==> src/rtl/aes_pkg.sv <==
// Shared AES definitions: round-key geometry, key-schedule FSM states and GF(2^8) xtime.
package aes_pkg;

    localparam int AES_NR    = 10;
    localparam int AES_KEY_W = 128;

    typedef logic [3:0] aes_round_t;

    localparam aes_round_t AES_LAST_ROUND = 4'(AES_NR);

    typedef enum logic [1:0] {
        IDLE,
        SUB,
        MIX
    } ks_state_t;

    function automatic logic [7:0] xtime(input logic [7:0] b);
        return {b[6:0], 1'b0} ^ (b[7] ? 8'h1b : 8'h00);
    endfunction

endpackage

==> src/rtl/aes_sbox.sv <==
// Combinational AES forward S-box, shared by the key schedule and the SubBytes stage.
module aes_sbox (
    input  logic [7:0] i_byte,
    output logic [7:0] o_byte
);

    // Entry 0 sits in the top byte, so row 0 of the table is the leftmost literal.
    localparam logic [2047:0] SBOX_TABLE = {
        128'h637c777bf26b6fc53001672bfed7ab76,
        128'hca82c97dfa5947f0add4a2af9ca472c0,
        128'hb7fd9326363ff7cc34a5e5f171d83115,
        128'h04c723c31896059a071280e2eb27b275,
        128'h09832c1a1b6e5aa0523bd6b329e32f84,
        128'h53d100ed20fcb15b6acbbe394a4c58cf,
        128'hd0efaafb434d338545f9027f503c9fa8,
        128'h51a3408f929d38f5bcb6da2110fff3d2,
        128'hcd0c13ec5f974417c4a77e3d645d1973,
        128'h60814fdc222a908846eeb814de5e0bdb,
        128'he0323a0a4906245cc2d3ac629195e479,
        128'he7c8376d8dd54ea96c56f4ea657aae08,
        128'hba78252e1ca6b4c6e8dd741f4bbd8b8a,
        128'h703eb5664803f60e613557b986c11d9e,
        128'he1f8981169d98e949b1e87e9ce5528df,
        128'h8ca1890dbfe6426841992d0fb054bb16
    };

    logic [7:0] w_table [0:255];

    genvar gi;
    generate
        for (gi = 0; gi < 256; gi++) begin : g_table
            assign w_table[gi] = SBOX_TABLE[2047 - 8*gi -: 8];
        end
    endgenerate

    assign o_byte = w_table[i_byte];

endmodule

==> src/rtl/aes_key_schedule.sv <==
// AES-128 key expansion: one time-shared S-box, 5 cycles per round, 11 stored round keys.
// Defining AES_KEY_SCHED_ZEROIZE_EN adds the key_zeroize input that wipes all key material.
module aes_key_schedule
    import aes_pkg::*;
(
    input  logic                 clk,
    input  logic                 reset_n,
    input  logic                 key_load,
    input  logic [AES_KEY_W-1:0] key_in,
    input  aes_round_t           round_sel,
`ifdef AES_KEY_SCHED_ZEROIZE_EN
    input  logic                 key_zeroize,
`endif
    output logic [AES_KEY_W-1:0] round_key,
    output logic                 key_busy,
    output logic                 key_ready
);

    ks_state_t            r_state;
    ks_state_t            w_state_next;
    logic [AES_KEY_W-1:0] r_key_store [0:AES_NR];
    logic [AES_KEY_W-1:0] r_cur_key;
    logic [AES_KEY_W-1:0] w_new_key;
    logic [AES_KEY_W-1:0] w_store_wdata;
    logic [AES_NR:0]      w_store_we;
    logic [31:0]          r_sub_word;
    logic [31:0]          w_w4;
    logic [31:0]          w_w5;
    logic [31:0]          w_w6;
    logic [31:0]          w_w7;
    logic [7:0]           r_rcon;
    logic [7:0]           w_rot_byte;
    logic [7:0]           w_sub_byte;
    aes_round_t           r_rnd;
    logic [1:0]           r_byte_cnt;
    logic                 w_zeroize;
    logic                 w_load_go;

`ifdef AES_KEY_SCHED_ZEROIZE_EN
    assign w_zeroize = key_zeroize;
`else
    assign w_zeroize = 1'b0;
`endif

    assign w_load_go = (r_state == IDLE) && key_load && !w_zeroize;

    // RotWord folded into the byte select: byte 0 of RotWord(w3) is w3[23:16].
    always_comb begin
        w_rot_byte = r_cur_key[23:16];
        case (r_byte_cnt)
            2'd0:    w_rot_byte = r_cur_key[23:16];
            2'd1:    w_rot_byte = r_cur_key[15:8];
            2'd2:    w_rot_byte = r_cur_key[7:0];
            2'd3:    w_rot_byte = r_cur_key[31:24];
            default: w_rot_byte = r_cur_key[23:16];
        endcase
    end

    aes_sbox u_sbox (
        .i_byte (w_rot_byte),
        .o_byte (w_sub_byte)
    );

    assign w_w4      = r_cur_key[127:96] ^ r_sub_word ^ {r_rcon, 24'h0};
    assign w_w5      = r_cur_key[95:64] ^ w_w4;
    assign w_w6      = r_cur_key[63:32] ^ w_w5;
    assign w_w7      = r_cur_key[31:0] ^ w_w6;
    assign w_new_key = {w_w4, w_w5, w_w6, w_w7};

    always_ff @(posedge clk or negedge reset_n) begin
        if (!reset_n) begin
            r_state <= IDLE;
        end else begin
            r_state <= w_state_next;
        end
    end

    always_comb begin
        w_state_next = r_state;
        case (r_state)
            IDLE:    if (key_load) w_state_next = SUB;
            SUB:     if (r_byte_cnt == 2'd3) w_state_next = MIX;
            MIX:     w_state_next = (r_rnd == AES_LAST_ROUND) ? IDLE : SUB;
            default: w_state_next = IDLE;
        endcase
        if (w_zeroize) begin
            w_state_next = IDLE;
        end
    end

    assign w_store_wdata = (r_state == IDLE) ? key_in : w_new_key;

    genvar gi;
    generate
        for (gi = 0; gi <= AES_NR; gi++) begin : g_store
            if (gi == 0) begin : g_we_load
                assign w_store_we[gi] = w_load_go;
            end else begin : g_we_mix
                assign w_store_we[gi] = (r_state == MIX) && (r_rnd == 4'(gi));
            end

            always_ff @(posedge clk or negedge reset_n) begin
                if (!reset_n) begin
                    r_key_store[gi] <= '0;
                end else if (w_zeroize) begin
                    r_key_store[gi] <= '0;
                end else if (w_store_we[gi]) begin
                    r_key_store[gi] <= w_store_wdata;
                end
            end
        end
    endgenerate

    // r_cur_key shadows key_store[rnd-1] so the round logic never needs an 11:1 read mux.
    always_ff @(posedge clk or negedge reset_n) begin
        if (!reset_n) begin
            r_cur_key  <= '0;
            r_sub_word <= '0;
            r_rcon     <= 8'h01;
            r_rnd      <= '0;
            r_byte_cnt <= '0;
            round_key  <= '0;
            key_busy   <= 1'b0;
            key_ready  <= 1'b0;
        end else if (w_zeroize) begin
            r_cur_key  <= '0;
            r_sub_word <= '0;
            r_rcon     <= 8'h01;
            r_rnd      <= '0;
            r_byte_cnt <= '0;
            round_key  <= '0;
            key_busy   <= 1'b0;
            key_ready  <= 1'b0;
        end else begin
            round_key <= (round_sel <= AES_LAST_ROUND) ? r_key_store[round_sel] : '0;
            case (r_state)
                IDLE: begin
                    if (key_load) begin
                        r_cur_key  <= key_in;
                        r_rcon     <= 8'h01;
                        r_rnd      <= 4'd1;
                        r_byte_cnt <= '0;
                        key_busy   <= 1'b1;
                        key_ready  <= 1'b0;
                    end
                end
                SUB: begin
                    r_sub_word <= {r_sub_word[23:0], w_sub_byte};
                    r_byte_cnt <= r_byte_cnt + 2'd1;
                end
                MIX: begin
                    r_cur_key <= w_new_key;
                    if (r_rnd == AES_LAST_ROUND) begin
                        key_busy  <= 1'b0;
                        key_ready <= 1'b1;
                    end else begin
                        r_rnd  <= r_rnd + 4'd1;
                        r_rcon <= xtime(r_rcon);
                    end
                end
                default: ;
            endcase
        end
    end

endmodule

==> config.mk <==
export PLATFORM = sky130hd
export DESIGN_NAME = aes_key_schedule
export DESIGN_NICKNAME = d
export VERILOG_FILES = /design/src/rtl/aes_pkg.sv /design/src/rtl/aes_sbox.sv /design/src/rtl/aes_key_schedule.sv
export SDC_FILE = /design/constraint.sdc
export NUM_CORES = 2
export LEC_CHECK = 0
export ABC_CLOCK_PERIOD_IN_PS = 8400
export CAP_MARGIN = 30
export CORE_MARGIN = 2
export CORE_UTILIZATION = 35
export DETAILED_ROUTE_END_ITERATION = 6
export GPL_ROUTABILITY_DRIVEN = 0
export PLACE_DENSITY_LB_ADDON = 0.12
export SLEW_MARGIN = 20
export SYNTH_ARGS = -nofsm -noshare
export SYNTH_HDL_FRONTEND = slang
export SYNTH_SLANG_ARGS = --single-unit
==> constraint.sdc <==
create_clock -name clk -period 8.4 [get_ports clk]
set_input_delay 1.68 -clock clk [delete_from_list [all_inputs] [get_ports clk]]
set_output_delay 1.68 -clock clk [all_outputs]
set_load 0.05 [all_outputs]
=== After elaboration in Yosys (flattened, before gate mapping) ===
Memories as Yosys holds them, arrays and structs flattened. A register that Yosys moved wholly into a read port is not among the register bits.
Cells that the tools add are included.

* Order comparisons: 3
* Add/sub/neg operators: 2
* Bitwise gates (word level): 8
* Equality and inequality tests: 19
* Reductions and logical operators: 21
* Muxes and demuxes: 29

{| class="wikitable"
|+ Operator list
! operator !! number
|-
| two-way mux 128 bit || 5
|-
| binary-select mux 128 bit (select 4 bit) || 1
|-
| one-hot mux 128 bit (2 select lines) || 1
|-
| XOR 32 bit || 5
|-
| two-way mux 8 bit || 4
|-
| one-hot mux 8 bit (4 select lines) || 1
|-
| equality test 4 x 3 -> 1 bit, second input constant || 4
|-
| one-hot mux 8 bit (2 select lines) || 1
|-
| equality test 4 bit, second input constant || 3
|-
| logical AND 1 bit || 11
|-
| >= comparator 9 bit, second input constant || 1
|-
| inverter 8 -> 9 bit || 1
|-
| equality test 4 x 2 -> 1 bit, second input constant || 2
|-
| two-way mux 4 bit || 2
|-
| one-hot mux 4 bit (2 select lines) || 1
|-
| XOR 8 x 5 -> 8 bit || 1
|-
| equality test 2 bit, second input constant || 3
|-
| two-way mux 2 bit || 3
|-
| != test 2 bit, second input constant || 3
|-
| one-hot mux 2 bit (3 select lines) || 1
|-
| AND reduction 2 bit || 3
|-
| AND reduction 3 bit || 2
|-
| >= comparator 5 bit, second input constant || 1
|-
| two-way mux 1 bit || 5
|-
| 13 further kinds || 17
|}

* Memories kept: 1
* Output and inout port bits: 130
* Bits in read-only memories: 2048
* Register bits: 1714

{| class="wikitable"
|+ Memory list
! name !! depth !! width !! rd ports !! clocked after Yosys merged registers in !! wr ports !! line !! text
|-
| (name not given) || 256 || 8 || 1 || 1 || 0 || aes_sbox.sv:36 || <nowiki>assign o_byte = w_table[i_byte];</nowiki>
|}

=== Longest topological paths before layout ===
* Depth in word-level cells: 6
* Gate-level depth with buffers: 17

=== Modules after synthesis ===
From an unflattened synthesis, not the netlist that was laid out.

* Cell total of the unflattened synthesis: 7613
* Area, all modules: 78911.9 µm²

{| class="wikitable"
|+ By module, submodules not included
! module !! area each (µm²) !! times used !! cells an instance
|-
| aes_key_schedule || 75732.6 || 1 || 7106
|-
| aes_sbox || 3179.3 || 1 || 507
|}

=== Worst setup path after synthesis ===
Ideal clock, no wire load.

* Path kind: flip-flop to flip-flop
* Start point: register r_byte_cnt[0]
* End point: register r_sub_word[6]
* Buffers on the path: 3
* Data arrival time: 3784 ps
* Slack: 4513 ps
* Library setup time: 104 ps
* Period minus slack after synthesis: 3887 ps
* Cell stages (with the launch flop): 16
* Cells stage by stage: dfrtp_1 -> ha_1 -> buf_2 -> a222oi_1 -> mux2_2 -> clkbuf_1 -> buf_1 -> ha_1 -> clkinv_1 -> a211o_2 -> o21ai_0 -> a21oi_1 -> o221ai_1 -> a221oi_1 -> or4_1 -> o311ai_1

* Longest elaborated chain between the ends: 3
* Elaborated cells between the ends (all ways): 6

{| class="wikitable"
|+ Ends and longest elaborated chain
! element !! line !! text
|-
| from (decl) || aes_key_schedule.sv:35 || <nowiki>logic [1:0] r_byte_cnt;</nowiki>
|-
| from (signal assigned) || aes_key_schedule.sv:149 || <nowiki>r_byte_cnt <= r_byte_cnt + 2'd1;</nowiki>
|-
| equality test 2 bit, or another cell as far along || aes_key_schedule.sv:50 || <nowiki>case (r_byte_cnt)</nowiki>
|-
| one-hot mux 8 bit (4 select lines) (*) || aes_key_schedule.sv:50 ||
|-
| inverter 8 -> 9 bit (implied by the code) (*) || aes_sbox.sv:36 ||
|-
| to (decl) || aes_key_schedule.sv:26 || <nowiki>logic [31:0] r_sub_word;</nowiki>
|}

Every way passes the cells marked *; elsewhere a longest branch is shown, timed or not.
A chain may end at the register's enable or synchronous reset.

=== Worst setup path in the final report ===
* Start point: register r_byte_cnt[0]
* End point: register r_sub_word[3]

Same word-level chain as after synthesis.

==> results.toml <==
[timing]
skew_ns = 0.0349
finalHoldViolCount = 0
fmax_ghz = 0.196
worstMarginPinSlew_ns = 1.63
setup_viol = 0
fin_crit_ns = 5.09
slew_headroom = -0.0867
rsz0062_at_grt = "no"
maxSlewViolCount = 62
min_period_over_period = 0.606
fin_setup_tns_ns = 0

[drt]
finalWirelength_um = 270000
dr.pass1.iters = 7
drtIter0Drc = 5629
drc = 4
ant_nets = 0
avgViaCountPerCell = 5.43
routedWlPerCell_um = 25.4
vias = 57643

[cts]
post_cts_buffers = 0
cts_tree = "yes"
clk_latency_ns = 0.86
cts.repair.resized = 0
ctsHoldBuffers = 0
cts_sinks = 1714
clockBufferDepth = 3
cts_root_buffer = "clkbuf_16"
cts.clk_slew.worst_paths_ns = 0.06
numCtsBuffers = 190
cts_htree_levels = 4

[floorplan]
start_util = 0.352
die_w_um = 472
fp-row-count = 171
die_y_um = 472
num_io_pins = 265
core_sq_um = 217000
dieArea_sq_um = 222000

[global_route]
met3_usage = 0.0324
grt_pass1_vias = 56305
grt_util_all_layers = 0.241
antenna_found_initial = 8
met1_usage = 0.347
grt_start_max_net_pins = 175
grt-busiest-layer = "met2"
grt_overflow = 0
met2_usage = 0.367
grt_pass1_wl_um = 401000

[pwr]
fin_total_pwr_mw = 18.0
switching_share = 0.240
switchingPower_mw = 4.31
p_clk_frac = 0.475
powerDensity_nw_per_um2 = 202
seq_power_share = 0.465
peakVddDrop_v = 0.000144
power.internal_mw = 13.6
leakage_nw = 40.8
power.share.combinational = 0.060

[cells_and_area]
drive_gt1_frac = 0.100
fin_util = 0.409
area_growth_pct = 16.0
nNetsFinal = 7763

[setup_path]
crit_chain = "ha_1 -> a222oi_1 -> mux2_2 -> clkinv_1 -> ha_1 -> a211oi_1 -> buf_4 -> a211oi_1 -> a311oi_1 -> a311oi_1 -> a2111oi_0 -> a311o_1 -> nand4_1"
crit_arrival_ns = 5.80
rr_endpoint = "r_sub_word[3]"
r2r_cells = 13
cpMaxStageDelayCell = "clkinv_1"
critical_path.max_stage_delay_ns = 0.80
startpoint = "r_byte_cnt[0]"
crit_path_end_kind = "flop"
cp_max_fo = 29
rrSetupSlack_ns = 3.31
crit_path_start_kind = "flop"
worstReg2RegStart = "r_byte_cnt[0]"
crit_type = "flop to flop"
required_ns = 9.11

[min_path]
hold_class = "flop to flop"
whs_path_depth = 2
hold_start = "r_key_store[490]"
worst_hold_path.endpoint = "r_key_store[490]"

[logic_synthesis]
post-synth-top-area-fraction = 0.560
synth_nets = 7720
ys_ff_latch = 1714
synth.area.top_cells = "dfrtp_1 56%, nand2_1 10%, o21ai_0 9.2%"
yosysSeqAreaShare = 0.560
synth_area_per_cell_sq_um = 10.1
yosys_warnings = 0
synth_ff_type = "dfrtp_1"
syn-cell-area_sq_um = 76600
synth_edf_count = 0
async_flop_share = 1.00
yosysUniqueCellTypes = 78
syn_inst = 7567
synth_top_cell_by_area = "dfrtp_1"

[outcome]
status = "finished with violations"
failed_checks = "DRC, slew limit"

[run]
maxCapViolCount = 0

[placed_design]
dp_hpwl_um = 170000
port_buffers = 264
[sequential cells by signal, indices dropped and copies added, names as in the netlist]
register     flops
r_state          2
key_ready        1
r_cur_key      128
r_key_store   1408
r_rcon           8
r_byte_cnt       2
key_busy         1
round_key      128
r_rnd            4
r_sub_word      32
[critical path: cells and delay by family, from the launching register on]
family / cells / cell delay (ns)
AO/OA/AOI/OAI: 7 / 1.70
adder cells (fa/ha/maj): 2 / 1.03
buffers and inverters: 2 / 1.02
multiplexers: 1 / 0.66
flip-flops: 1 / 0.42
AND/OR/NAND/NOR: 1 / 0.09
[through the flow]
step	setup slack (ns)	std cells	cell area (sq um)	hold slack (ns)
detailed placement	3.45	10238	82100	0.461
global placement	3.66	10218	81800	0.456
floorplan	4.51	7567	76600	0.441
global route	2.89	10621	88800	0.492
CTS	3.43	10583	88500	0.478
finish	3.31	10623	88800	0.474
[worst max-delay path by stage]
stage,slack [ns],depth (start not counted),end
after floorplan,4.51,15,r_sub_word[6]
final,3.31,13,r_sub_word[3]
after global routing,2.89,13,r_sub_word[3]
after detailed placement,3.45,13,r_sub_word[3]
after global placement,3.66,13,r_sub_word[3]
after CTS,3.43,13,r_sub_word[3]
[cell usage after synthesis, drive strengths merged, types with 5 or more instances]
| library cell | n |
|---|---|
| nand2 | 2040 |
| dfrtp | 1713 |
| o21ai | 1477 |
| clkbuf | 479 |
| mux2i | 294 |
| mux4 | 256 |
| nor2 | 244 |
| a21oi | 240 |
| o22ai | 139 |
| xnor2 | 116 |
| buf | 106 |
| nand3 | 61 |
| o211ai | 43 |
| o311ai | 37 |
| xor2 | 35 |
| o211a | 32 |
| a31oi | 21 |
| nor3 | 21 |
| ha | 18 |
| a211oi | 16 |
| inv | 15 |
| a311oi | 12 |
| o31ai | 12 |
| o221ai | 11 |
| a221o | 9 |
| o32ai | 9 |
| or3 | 9 |
| a221oi | 8 |
| a222oi | 7 |
| a32oi | 7 |
| o2111ai | 7 |
| a311o | 6 |
| nand2b | 5 |
| nand4 | 5 |
| nor4 | 5 |
[area by class of cell]
type | count | area (sq um)
clock buffer | 289 | 5730
tap | 2854 | 3570
fill | 21230 | 129000
clock inverter | 56 | 641
timing repair buffer | 436 | 4450
antenna | 6 | 15.0
sequential | 1714 | 42900
inverter | 17 | 63.8
multi-input combinational | 5251 | 31500
[power groups by stage]
stage	Combinational (mW)	Clock, mW	Sequential [mW]
after CTS	1.10	8.72	8.35
final	1.08	8.52	8.35
after global placement	1.09	0	8.51
after detailed placement	1.09	0	8.50
after global routing	1.15	9.07	8.35
after floorplan	0.336	0	8.67
[cells by family after synthesis]
logic type	synth area share
simple gates	0.121
compound gates	0.153
flops	0.560
buf+inv	0.0309
mux	0.114
xor+xnor	0.0173
fa+ha+maj	0.00294
[cells in the final DEF, fill, tap and decap left out, types with 139 or more instances in the layout]
cell type,count
nand2_1,2026
a21oi_1,238
o21ai_0,1403
o22ai_1,139
clkdlybuf4s50_1,259
mux4_2,256
dfrtp_1,1713
mux2i_1,291
clkbuf_16,195
nor2_1,240
[per-layer routing]
layer,routed length [um],vias to the layer above
met4,12200,2
met1,123000,29045
li1,-,26435
met5,7,-
met3,13200,468
met2,121000,1693
(Power assumes the default switching activity.)
